==> src/rtl/display_source_arbiter.sv <==
// Selects which clock source (time / alarm edit / stopwatch) owns the 4-digit LED display,
// with alarm-edit idle timeout, re-grab lockout and blinking of edited digits.
module display_source_arbiter #(
    parameter int unsigned BLINK_DIV   = 12_500_000,
    parameter int unsigned TIMEOUT_CYC = 500_000_000
) (
    input  logic        clk,
    input  logic        rst_n,
    input  logic [31:0] time_digits,
    input  logic        alarm_req,
    input  logic        alarm_act,
    input  logic [31:0] alarm_digits,
    input  logic [3:0]  alarm_blink,
    input  logic        sw_req,
    input  logic [31:0] sw_digits,
    output logic [2:0]  grant,
    output logic [7:0]  led1,
    output logic [7:0]  led2,
    output logic [7:0]  led3,
    output logic [7:0]  led4,
    output logic        timeout_pulse
);

    localparam int unsigned IDLE_W  = (TIMEOUT_CYC > 1) ? $clog2(TIMEOUT_CYC) : 1;
    localparam int unsigned BLINK_W = (BLINK_DIV > 1) ? $clog2(BLINK_DIV) : 1;
    localparam logic [IDLE_W-1:0]  IDLE_LAST  = IDLE_W'(TIMEOUT_CYC - 1);
    localparam logic [BLINK_W-1:0] BLINK_LAST = BLINK_W'(BLINK_DIV - 1);

    typedef enum logic [1:0] {
        S_TIME  = 2'd0,
        S_ALARM = 2'd1,
        S_SW    = 2'd2
    } state_t;

    state_t               state_q, state_d;
    logic [IDLE_W-1:0]    idle_q, idle_d;
    logic [BLINK_W-1:0]   blink_cnt_q, blink_cnt_d;
    logic                 blink_on_q, blink_on_d;
    logic                 lock_q, lock_d;
    logic                 timeout_q, timeout_d;
    logic [31:0]          led_q, led_d;
    logic [3:0]           blank;

    always_ff @(posedge clk or negedge rst_n) begin
        if (!rst_n) begin
            state_q     <= S_TIME;
            idle_q      <= '0;
            blink_cnt_q <= '0;
            blink_on_q  <= 1'b1;
            lock_q      <= 1'b0;
            timeout_q   <= 1'b0;
            led_q       <= '1;
        end else begin
            state_q     <= state_d;
            idle_q      <= idle_d;
            blink_cnt_q <= blink_cnt_d;
            blink_on_q  <= blink_on_d;
            lock_q      <= lock_d;
            timeout_q   <= timeout_d;
            led_q       <= led_d;
        end
    end

    always_comb begin
        state_d   = state_q;
        timeout_d = 1'b0;
        lock_d    = alarm_req ? lock_q : 1'b0;
        idle_d    = idle_q;
        case (state_q)
            S_TIME: begin
                if (alarm_req && !lock_q) state_d = S_ALARM;
                else if (sw_req)          state_d = S_SW;
            end
            S_SW: begin
                if (alarm_req && !lock_q) state_d = S_ALARM;
                else if (!sw_req)         state_d = S_TIME;
            end
            S_ALARM: begin
                if (idle_q == IDLE_LAST && !alarm_act) begin
                    state_d   = S_TIME;
                    timeout_d = 1'b1;
                    lock_d    = 1'b1;
                end else if (!alarm_req) begin
                    state_d = sw_req ? S_SW : S_TIME;
                end
            end
            default: state_d = S_TIME;
        endcase

        // Saturate at the last count so the timer never wraps on the exit cycle.
        if (state_q == S_ALARM) begin
            if (alarm_act)                idle_d = '0;
            else if (idle_q != IDLE_LAST) idle_d = idle_q + IDLE_W'(1);
        end
        if (state_d == S_ALARM && state_q != S_ALARM) idle_d = '0;
    end

    always_comb begin
        blink_cnt_d = blink_cnt_q + BLINK_W'(1);
        blink_on_d  = blink_on_q;
        if (state_d != state_q) begin
            blink_cnt_d = '0;
            blink_on_d  = 1'b1;
        end else if (blink_cnt_q == BLINK_LAST) begin
            blink_cnt_d = '0;
            blink_on_d  = ~blink_on_q;
        end
    end

    // Blanked digits are all-ones, so OR-ing a per-byte mask blanks them.
    always_comb begin
        blank = alarm_blink & {4{~blink_on_q}};
        case (state_q)
            S_ALARM: led_d = alarm_digits | {{8{blank[3]}}, {8{blank[2]}},
                                             {8{blank[1]}}, {8{blank[0]}}};
            S_SW:    led_d = sw_digits;
            default: led_d = time_digits;
        endcase
    end

    always_comb begin
        case (state_q)
            S_ALARM: grant = 3'b010;
            S_SW:    grant = 3'b100;
            default: grant = 3'b001;
        endcase
    end

    assign led1          = led_q[7:0];
    assign led2          = led_q[15:8];
    assign led3          = led_q[23:16];
    assign led4          = led_q[31:24];
    assign timeout_pulse = timeout_q;

endmodule

==> config.mk <==
export PLATFORM = sky130hd
export DESIGN_NAME = display_source_arbiter
export DESIGN_NICKNAME = d
export VERILOG_FILES = /design/src/rtl/display_source_arbiter.sv
export SDC_FILE = /design/constraint.sdc
export NUM_CORES = 1
export LEC_CHECK = 0
export CAP_MARGIN = 20
export CORE_MARGIN = 4
export CORE_UTILIZATION = 48
export DETAILED_ROUTE_END_ITERATION = 10
export PLACE_DENSITY = 0.8
export SLEW_MARGIN = 10
export SYNTH_ARGS = -nofsm -noshare
export SYNTH_HDL_FRONTEND = slang
export SYNTH_SLANG_ARGS = --single-unit
==> constraint.sdc <==
create_clock -name clk -period 2.65 [get_ports clk]
set_input_delay 0.53 -clock clk [delete_from_list [all_inputs] [get_ports clk]]
set_output_delay 0.53 -clock clk [all_outputs]
set_load 0.05 [all_outputs]
### Word level (Yosys, flattened, before mapping)

Index checks and enable logic that the tools add are counted.

| word-level totals | value |
|---|---|
| memory bits (read-only) | 0 |
| bits in writable memories | 0 |
| flip-flop bits (word level) | 90 |
| output and inout port bits | 36 |
| bits in latches | 0 |
| input bits | 105 |
| memories kept | 0 |
| logic and storage cells | 53 |

| operators by class | value |
|---|---|
| shifts and indexed selects | 0 |
| reductions and logical operators | 10 |
| magnitude comparators | 0 |
| $mul | 0 |
| $add $sub $neg | 2 |
| bitwise operators | 3 |
| mux-type cells | 23 |
| div/mod/pow operators | 0 |
| eq/ne operators | 8 |

Operator list:

| cell | count |
|---|---|
| $mux 29 | 4 |
| $pmux 32 s2 | 1 |
| $mux 24 | 2 |
| $or 32x32->32 | 1 |
| $add 29x1->29 const B | 1 |
| $eq 29x29->1 const B | 1 |
| $ne 29x29->1 const B | 1 |
| $add 24x1->24 const B | 1 |
| $eq 24x24->1 const B | 1 |
| $mux 2 | 7 |
| $mux 1 | 7 |
| $pmux 2 s3 | 1 |
| $pmux 3 s2 | 1 |
| $and 4x4->4 | 1 |
| $eq 2x1->1 const B | 2 |
| $reduce_bool 2->1 | 2 |
| $logic_and 1x1->1 | 3 |
| $reduce_bool 3->1 | 1 |
| $eq 2x2->1 const B | 1 |
| $logic_not 1->1 | 2 |
| $logic_not 2->1 | 1 |
| $ne 2x1->1 const B | 1 |
| $ne 2x2->1 | 1 |
| $reduce_and 2->1 | 1 |
| $not 1->1 | 1 |

### Depth between registers and ports, before layout

| logic depth | value |
|---|---|
| depth after elaboration | 8 |
| depth in mapped cells | 11 |
| mapped depth without buffers | 8 |

### Worst setup path after synthesis

Ideal clock, no wire load.

| timing path | value |
|---|---|
| kind | register to register |
| start point | reg state_q[0] |
| end point | reg idle_q[23] |
| setup slack | -46 ps |
| required time | 2532 ps |
| period minus slack after synthesis | 2696 ps |
| library setup time | 118 ps |
| stages on the path, launching flop included | 11 |
| arrival | 2578 ps |
| buffers on the path | 2 |
| cell sequence | dfrtp_1 -> inv_1 -> ha_1 -> buf_2 -> o21ba_2 -> o31ai_1 -> or4_1 -> clkbuf_1 -> and2_4 -> o21bai_1 -> a21o_1 |

| on the way | value |
|---|---|
| cells in the longest elaborated chain, start to end | 7 |
| elaborated cells between the ends (all ways) | 17 |
| those cells by class | 4 x eq/ne; 8 x mux; 5 x reduce/logical |

RTL lines:

| item | RTL line | source |
|---|---|---|
| from (decl) | 35 | `state_t state_q, state_d;` |
| from (signal assigned) | 54 | `state_q <= state_d;` |
| $mux 2 (on tied branches) | 83, 72, 76 |  |
| $mux 2 (on tied branches) | 79, 71, 75 |  |
| $pmux 2 s3 | 69 | `case (state_q)` |
| $eq 2x1->1 | 95 | `if (state_d == S_ALARM && state_q != S_ALARM) idle_d = '0;` |
| $logic_and 1x1->1 | 95 |  |
| $reduce_bool 3->1 (no line) or $reduce_bool 2->1 (tied branches) | - |  |
| $reduce_and 2->1 (no line) | - |  |
| to (signal assigned) | 55 | `idle_q <= idle_d;` |
| to (decl) | 36 | `logic [IDLE_W-1:0] idle_q, idle_d;` |

Parallel ways exist; a longest one is shown, timed or not.
A chain may end at the register's enable or synchronous reset.

### Worst setup path after layout

| timing path | value |
|---|---|
| start point | reg state_q[1] |
| end point | reg blink_on_q |

| on the way | value |
|---|---|
| cells in the longest elaborated chain, start to end | 5 |
| elaborated cells between the ends (all ways) | 13 |
| those cells by class | 3 x eq/ne; 8 x mux; 2 x reduce/logical |

RTL lines:

| item | RTL line | source |
|---|---|---|
| $mux 2 (on tied branches) | 83, 72, 76 |  |
| $mux 2 (on tied branches) | 79, 71, 75 |  |
| $pmux 2 s3 | 69 |  |
| $ne 2x2->1 (*) | 101 | `if (state_d != state_q) begin` |
| $mux 1 or $reduce_bool 2->1 (tied branches) | - |  |
| to (signal assigned) | 57 | `blink_on_q <= blink_on_d;` |
| to (decl) | 38 | `logic blink_on_q, blink_on_d;` |

Every way passes the cells marked *; elsewhere a longest branch is shown, timed or not.

==> results.py <==
metrics = {
    "grt": {
        "grt_pass1_vias": 4623,
        "track_usage_pct": 24.2,
        "globalRoute.totalOverflow": 0,
        "grt_max_degree": 65,
        "grt_pass1_wl_mm": 22.5,
        "antenna_found_initial": 0,
    },
    "clocking": {
        "cts.reportedPaths.clkPinSlew_ps": 90,
        "cts_buffers": 9,
        "cts_setup_buffers": 0,
        "cts.sinks": 90,
        "htreeDepth": 3,
        "cts_resized": 0,
        "cts_tree": "built",
        "clock-root-buffer": "clkbuf_8",
        "cts_hold_buf": 0,
        "clk-insertion-delay-late_ps": 350,
        "cts.path.max_buffers": 2,
    },
    "pwr": {
        "power_density_nw_per_um2": 1010,
        "p_total_mw": 6.89,
        "vdd_ir_drop_max_mv": 0.698,
        "p_leak_nw": 2.68,
    },
    "outcome": {
        "outcome": "finished clean",
    },
    "detailed_routing": {
        "routedWlPerCell_um": 16.9,
        "drtIter0Drc": 313,
        "routed_wl_mm": 13.8,
        "vias": 4548,
        "final_antenna_net_count": 0,
        "viasPerCell": 5.59,
        "dr.pass1.iters": 5,
        "drc": 0,
    },
    "synth": {
        "ys_seq_area_share_pct": 46.4,
        "synth_common_cells": "dfrtp_1, nand2_1, nor2_1",
        "muxShareOfSynthArea_pct": 0.228,
        "synth_flop_cell": "dfrtp_1",
        "avgSynthCellArea_um2": 9.33,
        "synthMostInstantiatedCell": "dfrtp_1",
        "synth-seq-cells": 90,
        "synth-simple-area-share_pct": 26.7,
        "netlist_instances": 530,
        "synth-async-reset-ratio_pct": 100,
        "syn_area_um2": 4940,
        "synth_compound_area_share_pct": 15.4,
        "synth_area_leader_cell": "dfrtp_1",
        "synth_xor_area_share_pct": 6.02,
        "yosysWarnings": 0,
        "synth-edff-count": 0,
        "synthAdderAreaFrac_pct": 1.52,
        "syn_nets": 641,
        "synth_top_area_share_pct": 28.9,
        "ys_types": 61,
        "synthTopCellsByArea": "dfrtp_1, dfstp_2, o21ai_0",
        "synth_top_family_by_area": "simple AND/OR/NAND/NOR gates",
    },
    "place": {
        "place_congestion": 0.878,
        "port_buffers": 140,
        "dp_hpwl_mm": 10.5,
        "place_area_um2": 6600,
    },
    "cells_and_area": {
        "nNetsFinal": 786,
        "drive_gt1_share_pct": 16.9,
        "n_fill_cell": 783,
        "syn_to_final_growth_pct": 37.8,
        "design_area_um2": 6810,
        "antenna_cells": 0,
    },
    "job": {
        "maxCapViolCount": 0,
    },
    "timing": {
        "fin_skew_ps": 6.47,
        "setup_viol": 0,
        "period_minus_slack_ps": 2430,
        "drv_slew": 0,
        "fmax_mhz": 411,
        "tightest_slew_ps": 686,
        "hold_viol": 0,
        "rsz0062_at_grt": "false",
        "setup_tns_ps": 0,
        "min_period_over_period_pct": 91.8,
        "max_slew_margin_pct": 54.3,
    },
    "critical_path": {
        "r2r_start": "state_q[1]",
        "cp-end-kind": "register",
        "r2r_slack_ps": 220,
        "startpoint_type": "register",
        "critical_path_class": "reg -> reg",
        "worst-path-max-fanout": 25,
        "arrival_ps": 2710,
        "reg2regPathDepth": 8,
        "worstPathRequired_ps": 2930,
        "worstReg2RegEnd": "blink_on_q",
    },
    "floorplanning": {
        "die_y_um": 109,
        "initial_core_util_pct": 49.9,
        "core_area_um2": 9910,
        "die_w_um": 109,
        "num_io_pins": 141,
        "fp.dieArea_um2": 12000,
        "num_rows": 36,
    },
    "worst_hold_path": {
        "holdCritPathClass": "in -> async",
    },
}
[metal layers]
layer	wire [um]	vias to the layer above	share of wire (%)	GRT usage [%]
met4	373	0	2.7	8.90
met2	7130	168	52	44.0
met5	0	-	0	0
met3	1120	30	8.1	8.16
li1	-	2192	-	-
met1	5130	2158	37	26.0
[placed cells by master, fill, tap and decap left out, types with 19 or more instances in the layout]
master	Yosys	layout
a31oi_1	36	36
dfstp_2	33	33
buf_4	1	23
nand2_1	55	55
nor2_1	54	54
o21ai_0	53	53
nand3_1	27	27
dfrtp_1	57	57
xor2_1	23	23
nor3_2	19	19
clkdlybuf4s50_1	0	136
[per-stage QoR]
step / setup slack, ps / utilization (%) / hold WS [ps] / std cells
after floorplan: 111 / - / 234 / 530
after global placement: 25.0 / 66.6 / 460 / 797
after detailed placement: -29.5 / 66.6 / 479 / 797
after CTS: 198 / 68.8 / 226 / 813
after global routing: 87.0 / 68.8 / 262 / 813
final: 218 / 68.8 / 217 / 813
[area by class of cell]
type / instances / area (um2) / area share (%)
Multi-Input combinational cell: 400 / 2470 / 36.3
Clock inverter: 3 / 18.8 / 0.275
Clock buffer: 13 / 191 / 2.81
Timing Repair Buffer: 164 / 1630 / 24.0
Tap cell: 133 / 166 / 2.44
Inverter: 10 / 37.5 / 0.551
Sequential cell: 90 / 2290 / 33.7
[sequential cells by signal (all words and copies together), names as in the netlist]
signal and flops:
led_q 32, idle_q 29, blink_cnt_q 24, state_q 2, blink_on_q 1, lock_q 1, timeout_pulse 1
[cell families (layout without fill, tap and decap cells)]
| kind of cell | after synthesis | count (layout) |
|---|---|---|
| buffers and inverters | 40 | 190 |
| multiplexers | 1 | 1 |
| AO/OA/AOI/OAI | 121 | 121 |
| flip-flops | 90 | 90 |
| adder cells (fa/ha/maj) | 6 | 6 |
| XOR/XNOR | 34 | 34 |
| AND/OR/NAND/NOR | 238 | 238 |
[worst max path at each step]
stage,start,endpoint,slack (ps),depth (start not counted)
floorplan,state_q[0],idle_q[23],110,10
global placement,alarm_req,blink_on_q,30,8
detailed placement,alarm_req,blink_on_q,-30,8
CTS,state_q[1],blink_on_q,200,8
global route,state_q[1],blink_on_q,90,8
finish,state_q[1],blink_on_q,220,8
[critical path, stage by stage, from the launching register on]
cell,delay (ps)
dfrtp_1,500
ha_1,240
o21ba_2,220
o31ai_1,70
or2_2,320
xnor2_1,250
o221ai_4,160
buf_12,190
or3_1,380
[report_power, final]
group / total, mW / internal, mW / switching, mW
Sequential: 2.00 / 1.87 / 0.136
Combinational: 3.93 / 1.36 / 2.56
Clock: 0.959 / 0.480 / 0.478
Total: 6.89 / 3.71 / 3.18
(Power assumes the default switching activity.)
